--- src/rtl/matmul_systolic_drain.sv ---
// matmul_systolic_drain: snapshots the M x N accumulator bank when the array
// reports completion, pulses o_clear back to the array, then streams the
// results row-major, one element per beat, over a valid/ready handshake.
// Optional feature macro: MATMUL_DRAIN_SAT_EN. When defined, each element
// saturates to the signed DATA_WIDTH range; otherwise it keeps the low
// DATA_WIDTH bits.
module matmul_systolic_drain #(
  parameter int DATA_WIDTH = 24,
  parameter int ACC_WIDTH  = 52,
  parameter int M          = 4,
  parameter int N          = 4,
  localparam int RW = (M > 1) ? $clog2(M) : 1,
  localparam int CW = (N > 1) ? $clog2(N) : 1
) (
  input  logic                        i_clk,
  input  logic                        i_rst,
  input  logic                        i_en,
  input  logic                        i_done,
  input  logic [ACC_WIDTH*M*N-1:0]    iv_acc,
  output logic                        o_clear,
  output logic                        o_busy,
  output logic [DATA_WIDTH-1:0]       ov_data,
  output logic [RW-1:0]               ov_row,
  output logic [CW-1:0]               ov_col,
  output logic                        o_valid,
  input  logic                        i_ready,
  output logic                        o_last,
  output logic                        o_overrun
);

  localparam int E  = M * N;
  localparam int IW = (E > 1) ? $clog2(E) : 1;

  typedef enum logic {IDLE, DRAIN} state_t;

  state_t                       state;
  logic [E-1:0][DATA_WIDTH-1:0] conv_acc;
  logic [E-1:0][DATA_WIDTH-1:0] snap;
  logic [IW-1:0]                idx;
  logic [IW-1:0]                nidx;
  logic [RW-1:0]                row;
  logic [CW-1:0]                col;
  logic [DATA_WIDTH-1:0]        data_q;
  logic                         valid_q, busy_q, clear_q, last_q, ovr_q;
  logic                         at_end, capture;

  // Element conversion happens on the way into the snapshot, so the drain
  // path only muxes already-narrowed values.
  for (genvar g = 0; g < E; g++) begin : g_conv
`ifdef MATMUL_DRAIN_SAT_EN
    // Bits from the output sign bit upward must all agree, otherwise the
    // value does not fit and is clamped toward its sign.
    logic [ACC_WIDTH-DATA_WIDTH:0] hi;
    assign hi = iv_acc[g*ACC_WIDTH+DATA_WIDTH-1 +: ACC_WIDTH-DATA_WIDTH+1];
    assign conv_acc[g] = (&hi || ~|hi) ? iv_acc[g*ACC_WIDTH +: DATA_WIDTH]
                       : {hi[ACC_WIDTH-DATA_WIDTH], {(DATA_WIDTH-1){~hi[ACC_WIDTH-DATA_WIDTH]}}};
`else
    logic unused_hi;
    assign conv_acc[g] = iv_acc[g*ACC_WIDTH +: DATA_WIDTH];
    assign unused_hi   = ^iv_acc[g*ACC_WIDTH+DATA_WIDTH +: ACC_WIDTH-DATA_WIDTH];
`endif
  end

  assign at_end  = (idx == IW'(E - 1));
  assign nidx    = idx + 1'b1;
  // A new frame is taken when idle, or on the final transfer (back-to-back).
  assign capture = i_en && i_done && ((state == IDLE) || (i_ready && at_end));

  // Drain FSM: capture, walk the snapshot row-major, track overrun.
  always_ff @(posedge i_clk) begin
    if (i_rst) begin
      state   <= IDLE;
      valid_q <= 1'b0;
      busy_q  <= 1'b0;
      clear_q <= 1'b0;
      last_q  <= 1'b0;
      ovr_q   <= 1'b0;
      data_q  <= '0;
      row     <= '0;
      col     <= '0;
      idx     <= '0;
    end else if (i_en) begin
      clear_q <= 1'b0;
      if (state == DRAIN && i_done && !(i_ready && at_end))
        ovr_q <= 1'b1;
      if (capture) begin
        state   <= DRAIN;
        snap    <= conv_acc;
        data_q  <= conv_acc[0];
        row     <= '0;
        col     <= '0;
        idx     <= '0;
        last_q  <= (E == 1);
        valid_q <= 1'b1;
        busy_q  <= 1'b1;
        clear_q <= 1'b1;
      end else if (state == DRAIN && i_ready) begin
        if (at_end) begin
          state   <= IDLE;
          valid_q <= 1'b0;
          busy_q  <= 1'b0;
        end else begin
          idx    <= nidx;
          data_q <= snap[nidx];
          last_q <= (nidx == IW'(E - 1));
          if (col == CW'(N - 1)) begin
            col <= '0;
            row <= row + 1'b1;
          end else begin
            col <= col + 1'b1;
          end
        end
      end
    end
  end

  // Disable masks the handshake and clear strobes without losing state.
  assign o_valid   = valid_q & i_en;
  assign o_clear   = clear_q & i_en;
  assign o_busy    = busy_q;
  assign ov_data   = data_q;
  assign ov_row    = row;
  assign ov_col    = col;
  assign o_last    = last_q;
  assign o_overrun = ovr_q;

endmodule

--- config.mk ---
export PLATFORM = sky130hd
export DESIGN_NAME = matmul_systolic_drain
export DESIGN_NICKNAME = d
export VERILOG_FILES = /design/src/rtl/matmul_systolic_drain.sv
export SDC_FILE = /design/constraint.sdc
export NUM_CORES = 1
export LEC_CHECK = 0
export BUFFER_PORTS_ARGS = -buffer_cell sky130_fd_sc_hd__buf_2
export CORE_AREA = 2 2 337 339
export DETAILED_ROUTE_END_ITERATION = 12
export DIE_AREA = 0 0 339 341
export GPL_TIMING_DRIVEN = 0
export PLACE_DENSITY = 0.36
export SYNTH_ARGS = -nofsm -noshare
export SYNTH_HDL_FRONTEND = slang
export SYNTH_SLANG_ARGS = --single-unit
--- constraint.sdc ---
create_clock -name i_clk -period 60.5 [get_ports i_clk]
set_clock_uncertainty 0.15 [all_clocks]
set_input_delay 6.05 -clock i_clk [delete_from_list [all_inputs] [get_ports i_clk]]
set_output_delay 6.05 -clock i_clk [all_outputs]
set_load 0.03 [all_outputs]
==> impl_summary.md <==
Status
The run finished with clean final reports.

Yosys
The most used standard cell by instance count after synthesis is sky130_fd_sc_hd__edfxtp_1. For this run, the register share of the synthesized area comes to 0.734. The share of synthesized area in the top cell type comes to 0.690.

The synthesis warning total is 0. The fraction of synthesis flops using an asynchronous set or reset pin is 0. The largest total area in the synthesized netlist belongs to sky130_fd_sc_hd__edfxtp_1. The count of different cell masters after synthesis is 49. The number of cells produced by synthesis is 863. In the post-synthesis netlist, the biggest area contributors are sky130_fd_sc_hd__edfxtp_1 69%, sky130_fd_sc_hd__mux4_2 6.5%, sky130_fd_sc_hd__mux2i_1 5.5%. The synthesized design contains around 380 enable-type register cells.

The number of nets produced by synthesis is 1703. In the synthesized netlist, the cells that appear most often are 384 x sky130_fd_sc_hd__edfxtp_1, 92 x sky130_fd_sc_hd__mux2i_1, 51 x sky130_fd_sc_hd__a221oi_1. The most used flip-flop cell after synthesis is sky130_fd_sc_hd__edfxtp_1.

The cell area after synthesis is between 0.015 and 0.02 sq mm. After synthesis the netlist holds a flip-flop and latch count of 420. The mean post-synth cell area is 19.4 sq um.

Cells and area
The multi-input gate area in the final layout is 0.00409 sq mm. Measured on the finished design, the core utilization comes to 0.203. The synthesis-to-finish area growth is 36.3%. The finished cells cover 0.0228 sq mm. Of the cells placed in the final design, the portion with a size suffix greater than 1 is 0.496. The total area of sequential cells is around 0.012 sq mm.

The number of filler instances in the final layout is between 10k and 15k. The number of nets at the end of the flow is approximately 2.2k.

Die
The number of rows created at floorplan is about 120. During I/O placement, the number of pins put on the boundary was just under 900. From bottom edge to top edge, the die measures 341 um. The width of the die is about 340 um. The die covers roughly 0.12 sq mm.

For this configuration, the core starts out at a cell density of 0.149. After floorplanning, the core was sized to cover 0.112 sq mm.

Placed design
The placed instances occupy a cell area of 0.0209 sq mm. The global placer's final weighted congestion is 0.743. The number of buffers added on ports is 421. The HPWL reported at the end of detailed placement is 52400 um.

Clock network
In this run, CTS created clock tree buffers numbering 53. The clock latency reported for the late side of the worst-skew pair is 0.64 ns. The tree is rooted in a sky130_fd_sc_hd__clkbuf_16.

Clock-pin slew was measured on the worst setup and hold paths at 0.06 ns. Once the clock tree was built, the setup fixing pass inserted 0 buffers. The count of cells resized by post-cts repair is 0. The TritonCTS clock tree is built.

Clock tree synthesis found a total of 420 sinks. The deepest clock path buffer count is 3. The total of hold buffers inserted after clock tree synthesis is 0. In this run the number of H-tree levels came out at 2.

Worst setup path
In this run the worst path has a maximum fanout of 7. For the worst setup path, the data required time is between 50 and 60 ns. STA classifies the critical path startpoint as an input port. The endpoint type of the worst setup path is an output port. Counting stages on the worst path, the most repeated cell is sky130_fd_sc_hd__buf_2. The critical path start-end classification is input port to output port.

The cell with the biggest individual delay on the critical path is sky130_fd_sc_hd__buf_2. At the worst endpoint, the arrival time is around 6.6 ns. Traced cell by cell, the critical path runs through buf_2 > and2_1 > buf_2. The maximum single-stage delay on the critical path is 0.22 ns.

Min path
The min-delay analysis places its worst path in the category register to register.

Routing
The detail route stage leaves a number of antenna-violating nets equal to 0. After detailed routing, the number of remaining DRC violations is 0. The overall via count from detail_route is 10.3k.

Before antenna repair, the detailed router went through 4 iterations. Dividing the detail-routed wire length by the instance count gives 23.0 um. The via-per-instance ratio is 3.54. The overall routed net length is 66900 um. The number of DRC markers in iteration 0 is between 500 and 600.

Timing
Setup repair after global routing left no endpoint under its margin. The final count of hold timing violations is 0. The minimum clock period is 12.78 ns. In the final timing run, aggregate negative setup slack is 0 ns. The transition time at the pin with the least slew margin is 1.29 ns. In the finished design, the share of the clock period the worst path needs comes to 0.211. The number of endpoints failing setup at the final stage is 0. The worst slew margin relative to its limit is 0.143. The count of pins over their slew limit was 0. The highest attainable clock frequency is 0.0782 GHz.

GRT
The first global-routing pass estimated ~90000 um of wire. Entering global routing, the biggest net connects 38 pins. Across every metal layer, demand over resource in global routing totals 0.113. The via count of the first global-routing pass was 11.2k. The initial antenna violation count is 37. After global routing the overflow that remains totals 0.

Power and ir drop
The worst IR drop on VDD is 0.0199 mV. The power density relative to cell area is between 30 and 40 mW/mm^2. In this run the static leakage power is about 8.4 nW. The completed layout was analyzed and its total power is just over 700 uW.

Flow run
Max-cap violations in this run came to 0.
[kinds of logic (layout without fill, tap and decap cells)]
group / count (synthesis) / after routing / synth area share
flip-flops: 420 / 420 / 0.734
multiplexers: 141 / 141 / 0.121
adder cells (fa/ha/maj): 3 / 3 / 0.00225
buffers and inverters: 62 / 593 / 0.0223
other: 0 / 16 / 0
XOR/XNOR: 7 / 7 / 0.00569
AND/OR/NAND/NOR: 69 / 69 / 0.0205
AO/OA/AOI/OAI: 161 / 161 / 0.0942
[where the power goes]
part	switching, mW	total [mW]	internal [mW]
Clock	0.135	0.328	0.193
Combinational	0.0266	0.0471	0.0205
Sequential	0.00252	0.329	0.326
Total	0.164	0.704	0.540
[sequential cells by signal, indices dropped and copies added (netlist names)]
signal and count:
ov_data 24, snap 384, idx 4, o_overrun 1
o_busy 1, clear_q 1, ov_col 2, o_last 1
ov_row 2
[worst paths after layout]
path                            startpoint         to  slack (ns)  cells past startpoint
worst min-delay path             o_overrun  o_overrun        0.32                      2
worst max-delay path                  i_en    o_clear       47.72                      3
worst min register to register   o_overrun  o_overrun        0.32                      2
worst max register to register      idx[1]  snap[294]       56.46                     10
[per-layer routing]
metal,GRT usage,share of wire,vias to the layer above
li1,-,-,4637
met5,0,0.0041,-
met3,0.0388,0.073,120
met2,0.185,0.47,345
met4,0.0450,0.040,46
met1,0.135,0.41,5157
[layout by cell type, fill, tap and decap left out, types with 9 or more instances in the layout]
cell and instances:
sky130_fd_sc_hd__buf_2 449, sky130_fd_sc_hd__edfxtp_1 384, sky130_fd_sc_hd__mux2i_1 92, sky130_fd_sc_hd__clkbuf_16 53, sky130_fd_sc_hd__a221oi_1 51, sky130_fd_sc_hd__mux4_2 48, sky130_fd_sc_hd__dfxtp_1 36, sky130_fd_sc_hd__nand2_1 33
sky130_fd_sc_hd__a22oi_1 23, sky130_fd_sc_hd__a31o_2 23, sky130_fd_sc_hd__a221oi_2 19, sky130_fd_sc_hd__a211oi_2 19, sky130_fd_sc_hd__clkbuf_1 18, sky130_fd_sc_hd__diode_2 16, sky130_fd_sc_hd__nor2_1 14, sky130_fd_sc_hd__buf_12 11
sky130_fd_sc_hd__buf_6 10, sky130_fd_sc_hd__clkinv_2 9
[cell type report]
class | count | area share
Antenna cell | 16 | 0.00176
Buffer | 59 | 0.0159
Clock buffer | 58 | 0.0591
Clock inverter | 41 | 0.0205
Inverter | 3 | 0.000495
Multi-Input combinational cell | 381 | 0.179
Sequential cell | 420 | 0.538
Tap cell | 1500 | 0.0824
Timing Repair Buffer | 432 | 0.102
[stage by stage]
step / cells / setup WS, ns / hold WS [ns]
floorplan: 863 / 35.87 / 0.298
global placement: 2784 / 28.10 / 0.318
detailed placement: 2795 / 47.70 / 0.311
CTS: 2894 / 47.70 / 0.328
global route: 2897 / 47.70 / 0.354
finish: 2910 / 47.72 / 0.322
[critical path, delay by kind of cell]
kind / cells / cell delay [ns]
and+or+nand+nor: 1 / 0.14
buffers and inverters: 2 / 0.39
(Power assumes the default switching activity.)
